**config.mk**
```make
export PLATFORM = sky130hd
export DESIGN_NAME = switch_led_ctrl_flat
export DESIGN_NICKNAME = d
export VERILOG_FILES = /design/src/rtl/switch_led_ctrl_if.sv /design/src/rtl/switch_led_ctrl.sv /design/src/flat_wrapper.sv
export SDC_FILE = /design/constraint.sdc
export NUM_CORES = 1
export LEC_CHECK = 0
export CORE_UTILIZATION = 53
export DETAILED_ROUTE_END_ITERATION = 6
export GPL_ROUTABILITY_DRIVEN = 1
export HOLD_SLACK_MARGIN = 0.15
export PLACE_DENSITY = 0.73
export SLEW_MARGIN = 10
export SYNTH_ARGS = -nofsm -noshare
export SYNTH_HDL_FRONTEND = slang
export SYNTH_SLANG_ARGS = --single-unit
```
**constraint.sdc**
```tcl
create_clock -name clk -period 5.85 [get_ports clk]
set_clock_uncertainty 0.15 [all_clocks]
set_input_delay 1.17 -clock clk [delete_from_list [all_inputs] [get_ports clk]]
set_output_delay 1.17 -clock clk [all_outputs]
set_load 0.05 [all_outputs]
```
**src/rtl/switch_led_ctrl_if.sv**
```systemverilog
// Switch/LED bundle for switch_led_ctrl: raw switch levels, mode select and
// registered LED drive. The master side (board stimulus) drives sw/mode and
// observes led; the slave side (the controller) does the reverse.
interface switch_led_ctrl_if #(
    parameter int N = 16
);
    logic [N-1:0] sw;
    logic [1:0]   mode;
    logic [N-1:0] led;

    modport master (
        output sw,
        output mode,
        input  led
    );

    modport slave (
        input  sw,
        input  mode,
        output led
    );
endinterface

```
**src/rtl/switch_led_ctrl.sv**
```systemverilog
// switch_led_ctrl: N-channel switch-to-LED controller.
// Each raw switch is passed through a 2-flop synchroniser and a per-channel
// debouncer; the debounced level drives the LED register through one of four
// modes (00 direct, 01 toggle-latch, 10 blink, 11 inverted).
// Optional feature macro: SWITCH_LED_BLINK_EN. When defined, a blink
// prescaler and phase flop are built and mode 10 blinks; when undefined,
// mode 10 behaves exactly like mode 00 and BLINK_DIV has no effect.
module switch_led_ctrl #(
    parameter int N               = 16,
    parameter int DEBOUNCE_CYCLES = 16,
    parameter int BLINK_DIV       = 8
) (
    input  logic               clk,
    input  logic               reset,
    switch_led_ctrl_if.slave   bus
);

    // Counter width leaves room for DEBOUNCE_CYCLES-1 even when it is a power of two.
    localparam int            CW       = $clog2(DEBOUNCE_CYCLES + 1);
    localparam logic [CW-1:0] CNT_LAST = CW'(DEBOUNCE_CYCLES - 1);

    // Elaboration-time guard on the legal parameter ranges.
    if ((N < 1) || (N > 32) || (DEBOUNCE_CYCLES < 1) || (BLINK_DIV < 1)) begin : g_bad_param
        $error("switch_led_ctrl: parameter out of range");
    end

    logic [N-1:0]  sync1_r;
    logic [N-1:0]  sync2_r;
    logic [N-1:0]  db_r;
    logic [N-1:0]  tog_r;
    logic [N-1:0]  led_r;
    logic [CW-1:0] cnt_r     [N];

    logic [N-1:0]  db_nxt_s;
    logic [CW-1:0] cnt_nxt_s [N];
    logic [N-1:0]  rise_s;
    logic [N-1:0]  blink_mask_s;
    logic [N-1:0]  led_nxt_s;

    // Selects the LED drive for the given mode from the debounced state.
    function automatic logic [N-1:0] led_select(
        input logic [1:0]   mode_v,
        input logic [N-1:0] db_v,
        input logic [N-1:0] tog_v,
        input logic [N-1:0] mask_v
    );
        logic [N-1:0] res;
        case (mode_v)
            2'b00:   res = db_v;
            2'b01:   res = tog_v;
            2'b10:   res = db_v & mask_v;
            2'b11:   res = ~db_v;
            default: res = db_v;
        endcase
        return res;
    endfunction

    // Two-flop synchroniser bringing the asynchronous switch pins into clk.
    always_ff @(posedge clk or posedge reset) begin
        if (reset) begin
            sync1_r <= '0;
            sync2_r <= '0;
        end else begin
            sync1_r <= bus.sw;
            sync2_r <= sync1_r;
        end
    end

    // Per-channel debounce next-state: count consecutive cycles the
    // synchronised level differs from the accepted level, accept at the limit.
    always_comb begin
        db_nxt_s = db_r;
        for (int i = 0; i < N; i++) begin
            cnt_nxt_s[i] = '0;
            if (sync2_r[i] == db_r[i]) begin
                cnt_nxt_s[i] = '0;
            end else if (cnt_r[i] == CNT_LAST) begin
                db_nxt_s[i]  = sync2_r[i];
                cnt_nxt_s[i] = '0;
            end else begin
                cnt_nxt_s[i] = cnt_r[i] + CW'(1);
            end
        end
        // Rising edge of the accepted level; tog flips on the same edge db rises
        // so mode 01 shows the change one edge later, like the other modes.
        rise_s = db_nxt_s & ~db_r;
    end

    // Debounced level, counters and toggle latches; tog tracks in every mode.
    always_ff @(posedge clk or posedge reset) begin
        if (reset) begin
            db_r  <= '0;
            tog_r <= '0;
            for (int i = 0; i < N; i++) begin
                cnt_r[i] <= '0;
            end
        end else begin
            db_r  <= db_nxt_s;
            tog_r <= tog_r ^ rise_s;
            for (int i = 0; i < N; i++) begin
                cnt_r[i] <= cnt_nxt_s[i];
            end
        end
    end

`ifdef SWITCH_LED_BLINK_EN
    localparam int            PW       = (BLINK_DIV > 1) ? $clog2(BLINK_DIV) : 1;
    localparam logic [PW-1:0] PRE_LAST = PW'(BLINK_DIV - 1);

    logic [PW-1:0] pre_r;
    logic          phase_r;

    // Free-running blink prescaler; the phase flips each time it wraps to 0.
    always_ff @(posedge clk or posedge reset) begin
        if (reset) begin
            pre_r   <= '0;
            phase_r <= 1'b0;
        end else if (pre_r == PRE_LAST) begin
            pre_r   <= '0;
            phase_r <= ~phase_r;
        end else begin
            pre_r   <= pre_r + PW'(1);
            phase_r <= phase_r;
        end
    end

    assign blink_mask_s = {N{phase_r}};
`else
    // Without blinking, mode 10 passes the debounced level straight through.
    assign blink_mask_s = {N{1'b1}};
`endif

    // LED next value from the currently selected mode.
    always_comb begin
        led_nxt_s = led_select(bus.mode, db_r, tog_r, blink_mask_s);
    end

    // LED drive register; the pins come straight from this flop.
    always_ff @(posedge clk or posedge reset) begin
        if (reset) begin
            led_r <= '0;
        end else begin
            led_r <= led_nxt_s;
        end
    end

    assign bus.led = led_r;

endmodule

```
**src/flat_wrapper.sv**
```systemverilog
// flat-port wrapper written by rule: the top's interface ports become plain ports
module switch_led_ctrl_flat 
#(
    parameter int N               = 16,
    parameter int DEBOUNCE_CYCLES = 16,
    parameter int BLINK_DIV       = 8
)
  (clk, reset, bus_sw, bus_mode, bus_led);
  switch_led_ctrl_if #(.N(N)) bus_i ();
  input  logic clk;
  input  logic reset;
  input wire logic [$bits(bus_i.sw)-1:0] bus_sw;
  input wire logic [$bits(bus_i.mode)-1:0] bus_mode;
  output wire logic [$bits(bus_i.led)-1:0] bus_led;
  assign bus_i.sw = bus_sw;
  assign bus_i.mode = bus_mode;
  assign bus_led = bus_i.led;
  switch_led_ctrl #(.N(N), .DEBOUNCE_CYCLES(DEBOUNCE_CYCLES), .BLINK_DIV(BLINK_DIV)) u_core (.clk(clk), .reset(reset), .bus(bus_i));
endmodule
```
==> results of run 1 <==
[placed cells by master (no fill, tap or decap)]
master           instances
mux2_2                  16
xor2_1                  64
nor4b_2                 16
nand3_2                 16
nor2_1                  75
clkinvlp_4               1
dfrtp_1                160
clkbuf_8                 4
nand3_1                 16
clkdlybuf4s50_1         35
ha_1                    16
a21oi_1                 16
and2_1                  21
bufinv_16                2
mux2i_1                 16
o21ai_0                 16
inv_1                   27
inv_6                    1
and3_1                   9
clkbuf_1                 2
and3_2                   7
clkbuf_16               17
buf_4                    4
clkinv_2                 3
[how the worst max path moves through the flow]
stage	startpoint	to	slack, ns	depth (start not counted)
finish	u_core.bus.led[14]	bus_led[14]	2.91	1
global route	u_core.bus.led[14]	bus_led[14]	2.88	1
CTS	u_core.bus.led[14]	bus_led[14]	2.89	1
detailed placement	reset	u_core.sync1_r[7]	2.86	3
global placement	reset	u_core.cnt_r[45]	2.89	3
floorplan	reset	u_core.bus.led[0]	0.21	1
[flip-flops by register name, summed over array words and instances, names as in the netlist]
name,count
u_core.tog_r,16
u_core.bus.led,16
u_core.cnt_r,80
u_core.db_r,16
u_core.sync1_r,16
u_core.sync2_r,16
[final cells by class]
type / count / area [um2] / share of cell area, %
well taps: 143 / 179 / 2.38
repair buffers: 39 / 380 / 5.07
clock inverters: 6 / 82.6 / 1.10
flip-flops and latches: 160 / 4000 / 53.3
inverters: 28 / 110 / 1.47
clock buffers: 23 / 488 / 6.50
multi-input cells: 304 / 2260 / 30.1
[cell families (layout without fill, tap and decap cells)]
| logic type | Yosys count | after routing | share of synthesized area, % |
|---|---|---|---|
| buffers and inverters | 33 | 96 | 2.13 |
| adders and majority gates | 16 | 16 | 3.13 |
| and+or+nand+nor | 160 | 160 | 15.7 |
| xor gates and xnor gates | 64 | 64 | 8.75 |
| AOI/OAI and AO/OA | 32 | 32 | 2.50 |
| DFF | 160 | 160 | 62.5 |
| muxes | 32 | 32 | 5.31 |
[power by group]
group	total (uW)	switching (uW)	internal, uW
registers	1180	30.9	1150
clock network	1070	406	664
logic	153	91.4	61.3
total	2410	528	1880
[routing by layer]
layer  track usage, %  up-vias  wire length, um
li1                 -     1752                -
met2             29.3       44             4620
met4             7.03        0              133
met5                0        -                0
met3             6.10       14              366
met1             21.3     1727             4490
[through the flow]
stage / cells / hold slack (ns) / setup slack, ns / instance area, um2
6_report: 703 / 0.194 / 2.91 / 7510
5_1_grt: 703 / 0.199 / 2.88 / 7510
4_1_cts: 703 / 0.198 / 2.89 / 7510
3_5_place_dp: 674 / 0.185 / 2.86 / 6940
3_3_place_gp: 674 / 0.183 / 2.89 / 6940
2_1_floorplan: 497 / 0.181 / 0.210 / 6400
==> impl_metrics.toml, run 1 <==
[routing]
vias = 3537
drtIter0Drc = 163
wl_per_cell_um = 13.7
drc = 2
via_per_inst = 5.03
routed_wl_um = 9610
dr.pass1.iters = 6
ant_nets = 0

[finish]
drive_gt1_share_pct = 15.5
syn2layout_area_growth_pct = 17.2
diodes = 0
nNetsFinal = 586
fin_util_pct = 64.6
fill_cells = 870

[floorplan]
initial_utilization_pct = 55.1
core_area_um2 = 11600
ios = 36
die_h_um = 112
std_cell_rows = 39
die_area_um2 = 12500
die_w_um = 112

[clock_network]
cts_htree_levels = 4
cts_setup_buffers = 0
clockRootBuffer = "clkbuf_16"
max-clock-path-buffers = 2
clock_latency_ns = 0.42
cts.sinks = 160
clk_pin_slew_ns = 0.06
cts_tree = "yes"
cts-resized-gates = 0
numCtsBuffers = 17
cts_hold_buf = 0

[sta]
relSlewSlack_pct = 56.8
clock.fmax_mhz = 341
worstMarginPinSlew_ns = 0.648
hold_violations = 0
timing.final.crit_share_pct = 50.2
setup_viol = 0
min_period_ns = 2.94
rsz0062_at_grt = "no"
drv_slew = 0
tns_ns = 0

[worst_setup_path]
worstPathCellList = "clkdlybuf4s50_1"
crit_family = "buffers and inverters"
slowest_delay_ns = 0.82
cpMaxStageDelayCell = "clkdlybuf4s50_1"
reg2reg_to = "u_core.db_r[15]"
critical_path_arrival_ns = 1.62
cp-end-kind = "output port"
crit_type = "reg2out"
r2r-start = "u_core.cnt_r[0]"
r2r_setup_slack_ns = 4.38
reg2reg_depth = 4
crit_buf_inv = 1
path_max_fanout = 1
required_ns = 4.53
start_kind = "flop"

[placed_design]
gp_congestion = 0.709
portBuffers = 35
place_hpwl_um = 6190

[global_routing]
grt_pass1_vias = 3793
grt_start_max_net_pins = 79
grt_pass1_wl_um = 17000
grt_antenna_before_repair = 0
grt.overflow.total = 0
track_usage_pct = 17.7

[pwr]
power_density_nw_per_um2 = 320
p_leak_uw = 0.00380
ir_drop_uv = 202
power.total_uw = 2410

[hold_path]
min_path_cells = 0
hp-start = "u_core.sync1_r[0]"
hold_path_end = "u_core.sync2_r[0]"
hp-class = "reg2reg"

[synth]
synth_edf_count = 0
synth.ff_latch_count = 160
yosysMostFrequentCell = "dfrtp_1"
netlist_area_um2 = 6400
ys_warn_count = 0
async_reset_ff_share_pct = 100
ys_seq_area_share_pct = 62.5
syn_nets = 533
synth.cells.most_frequent = "dfrtp_1, nor2_1, xor2_1, inv_1, and2_1"
netlist_instances = 497
synth_top_cells_by_area = "dfrtp_1, xor2_1, nor2_1"
synth_ff_type = "dfrtp_1"
syn_area_per_cell_um2 = 12.9
synth_top_area_share_pct = 62.5
synthDistinctLibCells = 19
yosys.area.top_type = "dfrtp_1"

[status]
violations = "design-rule violations"
status = "finished, violations left"

[run]
cap_viol_max_count = 0
(Power assumes the default switching activity.)
==> inputs of run 2 (changes only) <==
CORE_UTILIZATION = 55   (was 53)
PLACE_DENSITY = 0.72   (was 0.73)
clock period = 2.9 ns   (was 5.85 ns; I/O delays follow)
==> impl_metrics.toml, run 2 (same netlist as run 1, synthesis figures left out) <==
[pwr]
ir_drop_uv = 494
power_density_nw_per_um2 = 636
power.total_uw = 4790
p_leak_uw = 0.00381

[sta]
worstMarginPinSlew_ns = 0.704
tns_ns = 0
hold_violations = 0
rsz0062_at_grt = "no"
setup_viol = 0
timing.final.crit_share_pct = 79.1
whs_ns = 0.197
relSlewSlack_pct = 53.0
clock.fmax_mhz = 436
drv_slew = 0
min_period_ns = 2.29

[routing]
dr.pass1.iters = 4
drc = 0
via_per_inst = 5.09
ant_nets = 0
drtIter0Drc = 162
vias = 3585
routed_wl_um = 9630
wl_per_cell_um = 13.7

[floorplan]
initial_utilization_pct = 56.3
core_area_um2 = 11400
die_area_um2 = 12100
ios = 36
std_cell_rows = 39
die_h_um = 110
die_w_um = 110

[placed_design]
place_hpwl_um = 6390
place_area_um2 = 6990
portBuffers = 35
gp_congestion = 0.743

[run]
cap_viol_max_count = 0

[clock_network]
clock_latency_ns = 0.42
clockRootBuffer = "clkbuf_16"
cts_tree = "yes"
numCtsBuffers = 17
cts_hold_buf = 0
clk_pin_slew_ns = 0.06
max-clock-path-buffers = 2
cts_setup_buffers = 0
cts.sinks = 160
cts-resized-gates = 0
cts_htree_levels = 4

[hold_path]
min_path_cells = 0
hp-start = "u_core.sync1_r[10]"
hp-class = "reg2reg"
hold_path_end = "u_core.sync2_r[10]"

[global_routing]
grt.overflow.total = 0
grt_antenna_before_repair = 0
grt_pass1_wl_um = 16500
busiest_layer = "met2"
use_met1_pct = 22.6
track_usage_pct = 18.5
grt_pass1_vias = 3674
use_met2_pct = 29.7
use_met3_pct = 5.87
grt_start_max_net_pins = 55

[worst_setup_path]
start_kind = "flop"
reg2reg_depth = 4
crit_buf_inv = 1
path_max_fanout = 1
crit_type = "reg2out"
slowest_delay_ns = 0.82
cp-startpoint = "u_core.bus.led[4]"
r2r_setup_slack_ns = 1.44
r2r-start = "u_core.cnt_r[45]"
cp-end-kind = "output port"
crit_family = "buffers and inverters"
critical_path_arrival_ns = 1.56
reg2reg_to = "u_core.tog_r[6]"
worstPathCellList = "clkdlybuf4s50_1"
required_ns = 2.17
cpMaxStageDelayCell = "clkdlybuf4s50_1"

[finish]
regMostFlops = "u_core.cnt_r"
fill_cells = 840
design_area_um2 = 7540
nNetsFinal = 588
syn2layout_area_growth_pct = 17.7
layout_commonest_cell = "dfrtp_1"
layout_common_cells = "dfrtp_1, nor2_1, xor2_1, clkdlybuf4s50_1, inv_1"
drive_gt1_share_pct = 15.7
largest_register_ffs = 80
diodes = 0

[status]
status = "finished, final reports clean"
-- run 2: cell count changes in the layout (fill, tap and decap cells not counted), sizes merged --
cell,delta
clkinv,+1
clkinvlp,+1
clkbuf,-1
buf,+2
inv,-1
-- run 2: metal layers --
| layer | up-vias | routed length, um |
|---|---|---|
| li1 | 1753 | - |
| met1 | 1764 | 4430 |
| met2 | 55 | 4640 |
| met3 | 13 | 412 |
| met4 | 0 | 146 |
| met5 | - | 0 |
-- run 2: layout make-up --
cell class              count  area [um2]  share of cell area (%)
well taps                 143         179                    2.37
multi-input cells         304        2260                    30.0
repair buffers             41         433                    5.74
inverters                  28         109                    1.44
clock inverters             7        87.6                    1.16
flip-flops and latches    160        4000                    53.1
clock buffers              22         464                    6.16
-- run 2: stage by stage --
stage,instances,setup WS [ns],utilization (%)
5_1_grt,705,0.560,66.3
3_3_place_gp,676,0.957,61.5
2_1_floorplan,497,0.141,-
4_1_cts,705,0.573,66.3
6_report,705,0.607,66.3
3_5_place_dp,676,0.912,61.5
-- run 2: worst max-delay path by stage --
stage	endpoint	depth (start not counted)
after CTS	bus_led[4]	1
final	bus_led[4]	1
after global placement	u_core.bus.led[2]	4
after detailed placement	u_core.bus.led[2]	4
after global routing	bus_led[7]	1
after floorplan	u_core.bus.led[0]	1
-- run 2: power breakdown --
part | total (uW) | internal (uW) | switching [uW]
clock network | 2090 | 1290 | 800
registers | 2390 | 2330 | 60.7
logic | 317 | 131 | 186
==> inputs of run 3 (changes only) <==
CORE_UTILIZATION = 53   (was 55)
PLACE_DENSITY = 0.73   (was 0.72)
clock period = 2 ns   (was 2.9 ns; I/O delays follow)
==> impl_metrics.toml, run 3 (same netlist as run 1, synthesis figures left out) <==
[placed_design]
gp_congestion = 0.699
post-place-ws_ns = 0.315
portBuffers = 35
place_hpwl_um = 6360

[floorplan]
die_h_um = 112
die_area_um2 = 12500
std_cell_rows = 39
core_area_um2 = 11600
ios = 36
initial_utilization_pct = 55.1
die_w_um = 112

[routing]
ant_nets = 0
via_per_inst = 5.12
dr.pass1.iters = 7
routed_wl_um = 9720
vias = 3648
drtIter0Drc = 144
drc = 1
wl_per_cell_um = 13.6

[status]
status = "finished, violations left"
violations = "design-rule violations"

[clock_network]
cts_tree = "yes"
numCtsBuffers = 17
cts.sinks = 160
cts_setup_buffers = 0
clock_latency_ns = 0.42
clockRootBuffer = "clkbuf_16"
clk_pin_slew_ns = 0.06
max-clock-path-buffers = 2
cts_htree_levels = 4

[worst_setup_path]
required_ns = 1.45
crit_family = "buffers and inverters"
crit_buf_inv = 1
worstPathCellList = "dlygate4sd2_1"
path_max_fanout = 1
critical_path_arrival_ns = 1.27
slowest_delay_ns = 0.53
crit_type = "reg2out"
start_kind = "flop"
cp-end-kind = "output port"
cpMaxStageDelayCell = "dlygate4sd2_1"

[pwr]
p_leak_uw = 0.00386
ir_drop_uv = 695
power_density_nw_per_um2 = 937

[sta]
hold_violations = 0
min_period_ns = 1.82
relSlewSlack_pct = 67.4
setup_viol = 0
tns_ns = 0
rsz0062_at_grt = "no"
drv_slew = 0
worst_slack_ns = 0.177
clock.fmax_mhz = 549
timing.final.crit_share_pct = 91.2
worstMarginPinSlew_ns = 0.492

[finish]
syn2layout_area_growth_pct = 18.6
diodes = 0
layout_commonest_cell = "dfrtp_1"
drive_gt1_share_pct = 19.0
largest_register_ffs = 80
fill_cells = 827
layout_common_cells = "dfrtp_1, nor2_1, xor2_1, inv_1, and2_1"
regMostFlops = "u_core.cnt_r"
nNetsFinal = 592

[global_routing]
grt_antenna_before_repair = 0
track_usage_pct = 17.3
grt_pass1_wl_um = 16700
grt_start_max_net_pins = 39
grt_pass1_vias = 3621
grt.overflow.total = 0

[run]
cap_viol_max_count = 0

[hold_path]
hp-class = "reg2reg"
## run 3: layer usage
layer	wire, um	vias up	share of wire [%]	track usage, %
li1	-	1772	-	-
met1	4440	1809	46	22.2
met2	4760	51	49	27.3
met3	346	16	3.6	5.39
met4	170	0	1.7	7.48
met5	0	-	0	0
## run 3: through the flow
| step | instances | utilization [%] | power (uW) | hold WS [ns] | cell area [um2] |
|---|---|---|---|---|---|
| after global routing | 712 | 65.4 | 7390 | 0.205 | 7590 |
| after floorplan | 497 | - | 3810 | 0.181 | 6410 |
| final | 712 | 65.4 | 7120 | 0.197 | 7590 |
| after global placement | 679 | 60.2 | 3960 | 0.183 | 7000 |
| after detailed placement | 679 | 60.2 | 3990 | 0.185 | 7000 |
| after CTS | 712 | 65.4 | 7210 | 0.198 | 7590 |
## run 3: worst paths after layout
| path | from | to | slack (ns) | cells past startpoint |
|---|---|---|---|---|
| max in group asynchronous | reset | u_core.cnt_r[26] | 0.40 | 4 |
| min in group asynchronous | reset | u_core.cnt_r[74] | 0.70 | 3 |
| max reg2reg | u_core.cnt_r[10] | u_core.tog_r[13] | 0.50 | 4 |
| min reg2reg | u_core.sync1_r[3] | u_core.sync2_r[3] | 0.20 | 0 |
| max | u_core.bus.led[0] | bus_led[0] | 0.18 | 1 |
| min | u_core.sync1_r[3] | u_core.sync2_r[3] | 0.20 | 0 |
## run 3: what timing repair did
action | in CTS | in global routing
hold endpoints to repair | 5 | 0
setup endpoints to repair | 5 | 0
hold buffers | 1 | 0
resized for setup | 5 | 0
## run 3: layout make-up
| class | instances | area, um2 | area share (%) |
|---|---|---|---|
| Timing Repair Buffer | 45 | 444 | 5.85 |
| Inverter | 28 | 109 | 1.43 |
| Multi-Input combinational cell | 304 | 2260 | 29.8 |
| Tap cell | 143 | 179 | 2.36 |
| Clock inverter | 14 | 155 | 2.04 |
| Clock buffer | 18 | 439 | 5.78 |
| Sequential cell | 160 | 4000 | 52.7 |
## run 3: power breakdown
part           total [uW]  internal (uW)  switching (uW)
Clock                3200           1880            1320
Sequential           3460           3370            90.1
Combinational         458            188             271
